[src/rtl/serial_subtractor_if.sv]
// Operand/result bus of the digit-serial subtractor.
//
// Handshake: the requester holds start high with A/B/Bin valid; the request
// is taken on the rising edge where the engine is IDLE or DONE (otherwise it
// is dropped, never queued). busy is high while slices are being computed,
// done pulses for one cycle when Diff/Borrow/Zero hold the new result, and
// those result fields stay stable until the next operation completes.
interface serial_subtractor_if #(
  parameter int WIDTH = 8
);
  logic             start;
  logic [WIDTH-1:0] A;
  logic [WIDTH-1:0] B;
  logic             Bin;
  logic             busy;
  logic             done;
  logic [WIDTH-1:0] Diff;
  logic             Borrow;
  logic             Zero;

  modport master (
    output start, A, B, Bin,
    input  busy, done, Diff, Borrow, Zero
  );

  modport slave (
    input  start, A, B, Bin,
    output busy, done, Diff, Borrow, Zero
  );
endinterface

[src/rtl/serial_subtractor.sv]
// Digit-serial unsigned subtractor: Diff = A - B - Bin, DIGIT bits per clock,
// LSB slice first, borrow chained between slices. The result is accumulated
// in a private shift register and committed to the outputs only when the
// last slice is done, so partial results never appear on Diff.
module serial_subtractor #(
  parameter int WIDTH = 8,
  parameter int DIGIT = 1
) (
  input  logic                clk,
  input  logic                rst_n,
  serial_subtractor_if.slave  bus,
  output logic [1:0]          fsm_state
);

  localparam int STEPS = WIDTH / DIGIT;
  localparam int CW    = (STEPS > 1) ? $clog2(STEPS) : 1;
  localparam logic [CW-1:0] LAST_CNT = CW'(STEPS - 1);

  typedef enum logic [1:0] {
    IDLE = 2'd0,
    RUN  = 2'd1,
    DONE = 2'd2
  } state_t;

  state_t           state;
  state_t           state_next;
  logic             load;
  logic             step;
  logic             last;

  logic [CW-1:0]    cnt;
  logic [WIDTH-1:0] a_sh;
  logic [WIDTH-1:0] b_sh;
  logic [WIDTH-1:0] res_sh;
  logic             borrow_q;

  logic [DIGIT-1:0] slice;
  logic [DIGIT:0]   chain;
  logic [WIDTH-1:0] res_next;

  assign fsm_state = state;

  // State register.
  always_ff @(posedge clk) begin
    if (!rst_n) state <= IDLE;
    else        state <= state_next;
  end

  // Next-state logic: start is only honoured from IDLE or DONE.
  always_comb begin
    state_next = state;
    case (state)
      IDLE:    if (bus.start) state_next = RUN;
      RUN:     if (cnt == LAST_CNT) state_next = DONE;
      DONE:    state_next = bus.start ? RUN : IDLE;
      default: state_next = IDLE;
    endcase
  end

  // FSM decode: operand capture, slice step, and final-slice strobe.
  always_comb begin
    load = 1'b0;
    step = 1'b0;
    last = 1'b0;
    case (state)
      IDLE, DONE: load = bus.start;
      RUN: begin
        step = 1'b1;
        last = (cnt == LAST_CNT);
      end
      default: ;
    endcase
  end

  // One DIGIT-wide ripple-borrow slice of full subtractors.
  always_comb begin
    chain    = '0;
    slice    = '0;
    chain[0] = borrow_q;
    for (int i = 0; i < DIGIT; i++) begin
      slice[i]   = a_sh[i] ^ b_sh[i] ^ chain[i];
      chain[i+1] = (~a_sh[i] & b_sh[i]) | (~(a_sh[i] ^ b_sh[i]) & chain[i]);
    end
    // New slice enters at the top; after STEPS shifts slice 0 sits at bit 0.
    res_next = (res_sh >> DIGIT) | (WIDTH'(slice) << (WIDTH - DIGIT));
  end

  // Datapath, status flags and result commit.
  always_ff @(posedge clk) begin
    if (!rst_n) begin
      cnt        <= '0;
      a_sh       <= '0;
      b_sh       <= '0;
      res_sh     <= '0;
      borrow_q   <= 1'b0;
      bus.busy   <= 1'b0;
      bus.done   <= 1'b0;
      bus.Diff   <= '0;
      bus.Borrow <= 1'b0;
      bus.Zero   <= 1'b0;
    end else begin
      // Status lags the state by one edge, which places done STEPS+1 edges
      // after acceptance.
      bus.busy <= (state == RUN);
      bus.done <= (state == DONE);
      if (load) begin
        a_sh     <= bus.A;
        b_sh     <= bus.B;
        borrow_q <= bus.Bin;
        res_sh   <= '0;
        cnt      <= '0;
      end else if (step) begin
        a_sh     <= a_sh >> DIGIT;
        b_sh     <= b_sh >> DIGIT;
        borrow_q <= chain[DIGIT];
        res_sh   <= res_next;
        cnt      <= last ? '0 : cnt + 1'b1;
        if (last) begin
          bus.Diff   <= res_next;
          bus.Borrow <= chain[DIGIT];
          bus.Zero   <= (res_next == '0);
        end
      end
    end
  end

endmodule

[src/flat_wrapper.sv]
// flat-port wrapper written by rule: the top's interface ports become plain ports
module serial_subtractor_flat 
#(
  parameter int WIDTH = 8,
  parameter int DIGIT = 1
)
  (clk, rst_n, fsm_state, bus_start, bus_A, bus_B, bus_Bin, bus_busy, bus_done, bus_Diff, bus_Borrow, bus_Zero);
  serial_subtractor_if #(.WIDTH(WIDTH)) bus_i ();
  input  logic clk;
  input  logic rst_n;
  output logic [1:0] fsm_state;
  input wire logic [$bits(bus_i.start)-1:0] bus_start;
  input wire logic [$bits(bus_i.A)-1:0] bus_A;
  input wire logic [$bits(bus_i.B)-1:0] bus_B;
  input wire logic [$bits(bus_i.Bin)-1:0] bus_Bin;
  output wire logic [$bits(bus_i.busy)-1:0] bus_busy;
  output wire logic [$bits(bus_i.done)-1:0] bus_done;
  output wire logic [$bits(bus_i.Diff)-1:0] bus_Diff;
  output wire logic [$bits(bus_i.Borrow)-1:0] bus_Borrow;
  output wire logic [$bits(bus_i.Zero)-1:0] bus_Zero;
  assign bus_i.start = bus_start;
  assign bus_i.A = bus_A;
  assign bus_i.B = bus_B;
  assign bus_i.Bin = bus_Bin;
  assign bus_busy = bus_i.busy;
  assign bus_done = bus_i.done;
  assign bus_Diff = bus_i.Diff;
  assign bus_Borrow = bus_i.Borrow;
  assign bus_Zero = bus_i.Zero;
  serial_subtractor #(.WIDTH(WIDTH), .DIGIT(DIGIT)) u_core (.clk(clk), .rst_n(rst_n), .bus(bus_i), .fsm_state(fsm_state));
endmodule
[config.mk]
export PLATFORM = sky130hd
export DESIGN_NAME = serial_subtractor_flat
export DESIGN_NICKNAME = d
export VERILOG_FILES = /design/src/rtl/serial_subtractor_if.sv /design/src/rtl/serial_subtractor.sv /design/src/flat_wrapper.sv
export SDC_FILE = /design/constraint.sdc
export NUM_CORES = 1
export LEC_CHECK = 0
export CAP_MARGIN = 20
export CORE_ASPECT_RATIO = 0.9
export CORE_UTILIZATION = 45
export CTS_CLUSTER_DIAMETER = 120
export DETAILED_ROUTE_END_ITERATION = 10
export HOLD_SLACK_MARGIN = 0.03
export MAX_ROUTING_LAYER = met4
export PLACE_DENSITY = 0.72
export SLEW_MARGIN = 0
export SYNTH_ARGS = -nofsm -noshare
export SYNTH_HDL_FRONTEND = slang
export SYNTH_SLANG_ARGS = --single-unit
[constraint.sdc]
create_clock -name clk -period 1.6 [get_ports clk]
set_input_delay 0.48 -clock clk [delete_from_list [all_inputs] [get_ports clk]]
set_output_delay 0.48 -clock clk [all_outputs]
set_load 0.03 [all_outputs]
==> flow_metrics.env <==
export IMPL_core_mm2=0.00340
export IMPL_gp_congestion=0.768
export IMPL_synth_top_cell_area_share=0.504
export IMPL_path_delay_family="buffers and inverters"
export IMPL_grt_pass1_wl_mm=5.73
export IMPL_clk_pin_slew_ns=0.07
export IMPL_slowest_stage="dlygate4sd2_1"
export IMPL_post_route_min_period_ns=1.51
export IMPL_cts_num_sinks=41
export IMPL_multi_input_area_um2=727
export IMPL_worst_setup_path_end_kind="output pin"
export IMPL_maxClockFrequency_mhz=661
export IMPL_startpoint_type="flop"
export IMPL_period_share=0.946
export IMPL_crit_buf_inv=1
export IMPL_clock_skew_ns=0.00291
export IMPL_grt_max_degree=27
export IMPL_drc=0
export IMPL_diodes=0
export IMPL_final_nets=259
export IMPL_dieArea_mm2=0.00386
export IMPL_cts_buffers=5
export IMPL_synthFlopType="dfxtp_1"
export IMPL_worstPathArrival_ns=1.03
export IMPL_cts_tree="yes"
export IMPL_required_ns=1.12
export IMPL_rows=20
export IMPL_die_h_um=59.1
export IMPL_status="complete, no violations"
export IMPL_synth_cells=196
export IMPL_port_buffers=33
export IMPL_holdCritPathClass="flop to flop"
export IMPL_p_per_area_mw_per_mm2=945
export IMPL_drive_gt1_frac=0.0844
export IMPL_rsz0062_at_grt="false"
export IMPL_postRouteAntennaNets=0
export IMPL_antenna_found_initial=0
export IMPL_utilization=0.619
export IMPL_fin_ws_ns=0.0861
export IMPL_finalMaxSlewViolations=0
export IMPL_vias_per_cell=5.24
export IMPL_syn_to_final_growth_pct=29.4
export IMPL_yosysTopAreaCell="dfxtp_1"
export IMPL_grt_pass1_vias=1313
export IMPL_wl_per_cell_um=12.6
export IMPL_fillers=334
export IMPL_maxSlewHeadroom=0.727
export IMPL_synth_async_sr_flop_share=0
export IMPL_p_leak_nw=0.838
export IMPL_finalHoldViolCount=0
export IMPL_seq_area_frac_synth=0.504
export IMPL_critPathMaxFanout=2
export IMPL_seqCellArea_um2=821
export IMPL_gr_total_overflow=0
export IMPL_drtIter0Drc=120
export IMPL_ys_warn_count=0
export IMPL_total_power_mw=1.99
export IMPL_vias=1472
export IMPL_hpwlAfterDp_mm=2.57
export IMPL_dieWidth_um=65.4
export IMPL_drt_total_wl_mm=3.55
export IMPL_insertion_delay_ns=0.29
export IMPL_track_usage=0.205
export IMPL_clockBufferDepth=2
export IMPL_pre_cts_slack_ns=-0.159
export IMPL_post_cts_buffers=0
export IMPL_path_class="flop to output pin"
export IMPL_setup_violations=0
export IMPL_syn_avg_cell_area_um2=8.31
export IMPL_slowest_delay_ns=0.40
export IMPL_initial_core_util=0.478
export IMPL_synthesis_area_mm2=0.00163
export IMPL_path_cells="dlygate4sd2_1"
export IMPL_yosys_top_cells_area="dfxtp_1 (50%), nand2_1 (14%), a21boi_0 (5.1%), a31oi_1 (3.8%), o21ai_0 (3.7%)"
export IMPL_synth_cell_types=28
export IMPL_synth_enable_flop_cells=0
export IMPL_synthesis_nets=219
export IMPL_worstMarginPinSlew_ns=0.409
export IMPL_h_tree_depth=2
export IMPL_cts_root_buf="clkbuf_8"
export IMPL_ios=34
export IMPL_ys_seq_elements=41
export IMPL_dr_pass1_iters=4
export IMPL_max_vdd_ir_drop_uv=445
export IMPL_cap_viol_max_count=0
## power by group
| part | leakage, nW | switching [mW] | internal, mW |
|---|---|---|---|
| Combinational | 0.464 | 0.138 | 0.129 |
| Clock | 0.0395 | 0.322 | 0.310 |
| Sequential | 0.334 | 0.0273 | 1.07 |
## state kept, by name (all words and copies together), names as in the netlist
name               count
u_core.bus.Borrow      1
u_core.bus.busy        1
u_core.a_sh            8
u_core.bus.Diff        8
u_core.b_sh            8
u_core.cnt             3
u_core.fsm_state       2
u_core.bus.Zero        1
u_core.res_sh          7
u_core.bus.done        1
u_core.borrow_q        1
## metal layers
metal  routed length (um)  up-vias  global-route usage  part of all wire
met4                   71        0               0.106             0.020
li1                     -      748                   -                 -
met1                 1680      671               0.265              0.47
met3                  141        9              0.0404             0.040
met2                 1650       44               0.305              0.47
met5                    0        -                   -                 0
## through the flow
stage	instance area [um2]	TNS [ns]	hold slack, ns	cells
detailed placement	2040	-1.96	0.454	273
global placement	2040	-0.634	0.442	273
finish	2110	0	0.460	281
floorplan	1630	0	0.432	196
global route	2110	0	0.488	281
CTS	2110	0	0.464	281
## final cells by class
cell class,instances,area share
flip-flops and latches,41,0.390
well taps,44,0.0261
repair buffers,47,0.198
inverters,2,0.00356
clock buffers,8,0.0380
multi-input cells,139,0.345
## repair_timing
action                     4_1_cts  5_1_grt
setup endpoints to repair       13        0
hold endpoints to repair         0        0
resized for setup               13        0
hold buffers                     0        0
## cells in the final DEF, fill, tap and decap left out, drive strengths merged, types with 3 or more instances in the layout
cell,synthesis,layout
a21boi,11,11
a31oi,10,10
nand3,4,4
clkbuf,5,8
dfxtp,41,41
nor2,3,3
and2,3,3
buf,9,15
o21ai,12,12
dlygate4sd2,0,13
nor3,3,3
clkdlybuf4s50,0,19
nand2,62,62
a21oi,11,11
## logic make-up (layout without fill, tap and decap cells)
family	count (synthesis)	after routing	synth area share
AO/OA/AOI/OAI	50	50	0.191
adder cells (fa/ha/maj)	3	3	0.0277
buffers and inverters	16	57	0.0492
flip-flops	41	41	0.504
AND/OR/NAND/NOR	86	86	0.228
## synth_stat cells (all sizes together), types with 3 or more instances
cell    number
a21oi       11
a21boi      11
dfxtp       41
and2         3
nand3        4
nand2       62
a31oi       10
o21ai       12
clkbuf       5
nor2         3
nor3         3
buf          9
## worst paths after layout
check,depth (start not counted),start,slack [ns],endpoint
max,1,u_core.bus.Zero,0.09,bus_Zero
max reg2reg,5,u_core.b_sh[0],0.10,u_core.bus.Zero
min reg2reg,2,u_core.a_sh[7],0.46,u_core.a_sh[7]
min,2,u_core.a_sh[7],0.46,u_core.a_sh[7]
Power figures use the tool's default switching activity.
==> RTL edit: new RTL, config.mk and constraints unchanged <==
Put one more register stage on the output `fsm_state`, cleared by the reset. The value now appears one clock later. The other outputs are not delayed to match.
--- a/src/rtl/serial_subtractor.sv
+++ b/src/rtl/serial_subtractor.sv
@@ -39,5 +39,11 @@
   logic [WIDTH-1:0] res_next;
 
-  assign fsm_state = state;
+  always_ff @(posedge clk) begin
+    if (!rst_n) begin
+      fsm_state <= '0;
+    end else begin
+      fsm_state <= state;
+    end
+  end
 
   // State register.
Check against the original RTL: not equivalent (Yosys sat finds a counterexample within 4 cycles, from zero or initial values and one cycle with rst_n low).
==> RTL edit against the original RTL <==
- clock skew increased by 2.9 ps
- design area is 3.3% higher
- synthesized area increased by 3.9%
- utilization up 0.64 points
- critical path depth is the same
- non-clock buffer count down 6
- synthesized cell count increased by 2.0%
- setup slack improved by 13 ps
- power grew 6.8%
- wire length is 3.2% lower
- sequential cell count is 2 higher
- worst hold slack lost 10 ps
- via count decreased by 3.2%
==> RTL edit: results (changes against the original RTL) <==
* Status: finished clean (unchanged)
* Crit path max-delay family: buffers and inverters (unchanged)
* Dpl cell area at 2093 µm² (was 2043 µm²)
* M1 WL at 1.821 mm (was 1.678 mm)
* Flop pwr share at 0.536 (was 0.549)
* Met3 routed WL at 148 µm (was 141 µm)
* Synth cell count leaders: 65 x nand2_1, 43 x dfxtp_1, 14 x o21ai_0, 13 x a31oi_1, 11 x a21oi_1 (was 62 x nand2_1, 41 x dfxtp_1, 12 x o21ai_0, 11 x a21boi_0, 11 x a21oi_1)
* Reg2reg start: u_core.cnt[0] (was u_core.b_sh[0])
* Area fraction in compound gates after synthesis at 0.1864 (was 0.1906)
* DR pass1 iterations at 4 (unchanged)
* Met1 usage at 0.2794 (was 0.2650)
* Cell count after synthesis at 200 (was 196)
* Synth area leader: dfxtp_1 (unchanged)
* Sw frac at 0.2311 (was 0.2448)
* Hold EP: u_core.bus.Zero (was u_core.a_sh[7])
* Layout cells sized above 1 at 0.07595 (was 0.08439)
* Power of the combinational group at 0.254 mW (was 0.267 mW)
* Top Metal Used: met4 (unchanged)
* Area contributors post-synth: dfxtp_1 51%, nand2_1 14%, a31oi_1 4.8% (was dfxtp_1 50%, nand2_1 14%, a21boi_0 5.1%)
* Met2 wire len at 1.414 mm (was 1.654 mm)
* Peak supply drop at 0.0005405 V (was 0.0004455 V)
* Worst skew pair latency at 290 ps (about the same)
* Rel. slew slack at 0.7113 (was 0.7274)
* Met2 Use GR at 0.2554 (was 0.3049)
* Min-Delay Startpoint: u_core.bus.Zero (was u_core.a_sh[7])
* Final WS setup at 98.74 ps (was 86.14 ps)
* Largest net degree at the start of global routing at 34 (was 27)
* Reg2reg end: u_core.bus.Borrow (was u_core.bus.Zero)
* Setup crit start: u_core.bus.Diff[2] (was u_core.bus.Zero)
* Crit path to: bus_Diff[2] (was bus_Zero)
* Synthesized net count at 223 (was 219)
* Synth cell types at 28 (unchanged)
* Sequential fraction of the synthesis area at 0.5089 (was 0.5042)
* Mux share of post-synthesis cell area at 0 (unchanged)
* First-pass GRT wire length at 5.651 mm (was 5.733 mm)
* Tot GR Track Use at 0.1929 (was 0.2047)
* Leak at 0.8626 nW (was 0.8382 nW)
* Final WL at 3.431 mm (was 3.545 mm)
* H-tree Lvls at 2 (unchanged)
* Initial antenna violation count at 0 (unchanged)
* Post-DP HPWL at 2.304 mm (was 2.571 mm)
* Initial DRC Count at 73 (was 120)
* Gpl congestion at 0.7558 (was 0.7676)
* Met3 GRT Util at 0.04962 (was 0.04038)
* WL/cell at 12.21 µm (was 12.62 µm)
* Post-CTS resize count at 14 (was 13)
* Worst slack, placed at 1.509 ps (was -159.2 ps)
* Final Skew at 5.802 ps (was 2.905 ps)
* Routed via count at 1425 (was 1472)
* Vias in the first global route at 1194 (was 1313)
* Tot Pwr at 2.127 mW (was 1.992 mW)
* Post-Synth Adder-Cell Area at 0.02663 (was 0.02767)
RTL edit: changes by cell type in the layout (fill, tap and decap cells not counted), sizes merged, moves of 2 or more:
| cell | before | now |
|---|---|---|
| o21ai | 12 | 14 |
| a31oi | 10 | 13 |
| nand2 | 62 | 66 |
| buf | 15 | 8 |
| dfxtp | 41 | 43 |
| nor2 | 3 | 0 |
| o221ai | 2 | 0 |
| nor3 | 3 | 0 |
RTL edit: final cells by class:
type / count / area, µm²
fillers: 336 / 1303
repair buffers: 41 / 397.9
flip-flops and latches: 43 / 860.8
clock buffers: 8 / 100.1
inverters: 2 / 7.507
multi-input cells: 143 / 754.5
well taps: 44 / 55.05
RTL edit: per-stage QoR:
stage / util / hold WS, ps
after floorplan: - / 432.3
after global placement: 0.6018 / 440.8
after detailed placement: 0.6018 / 444.4
after CTS: 0.6255 / 452.3
after global routing: 0.6255 / 464.2
final: 0.6255 / 449.9
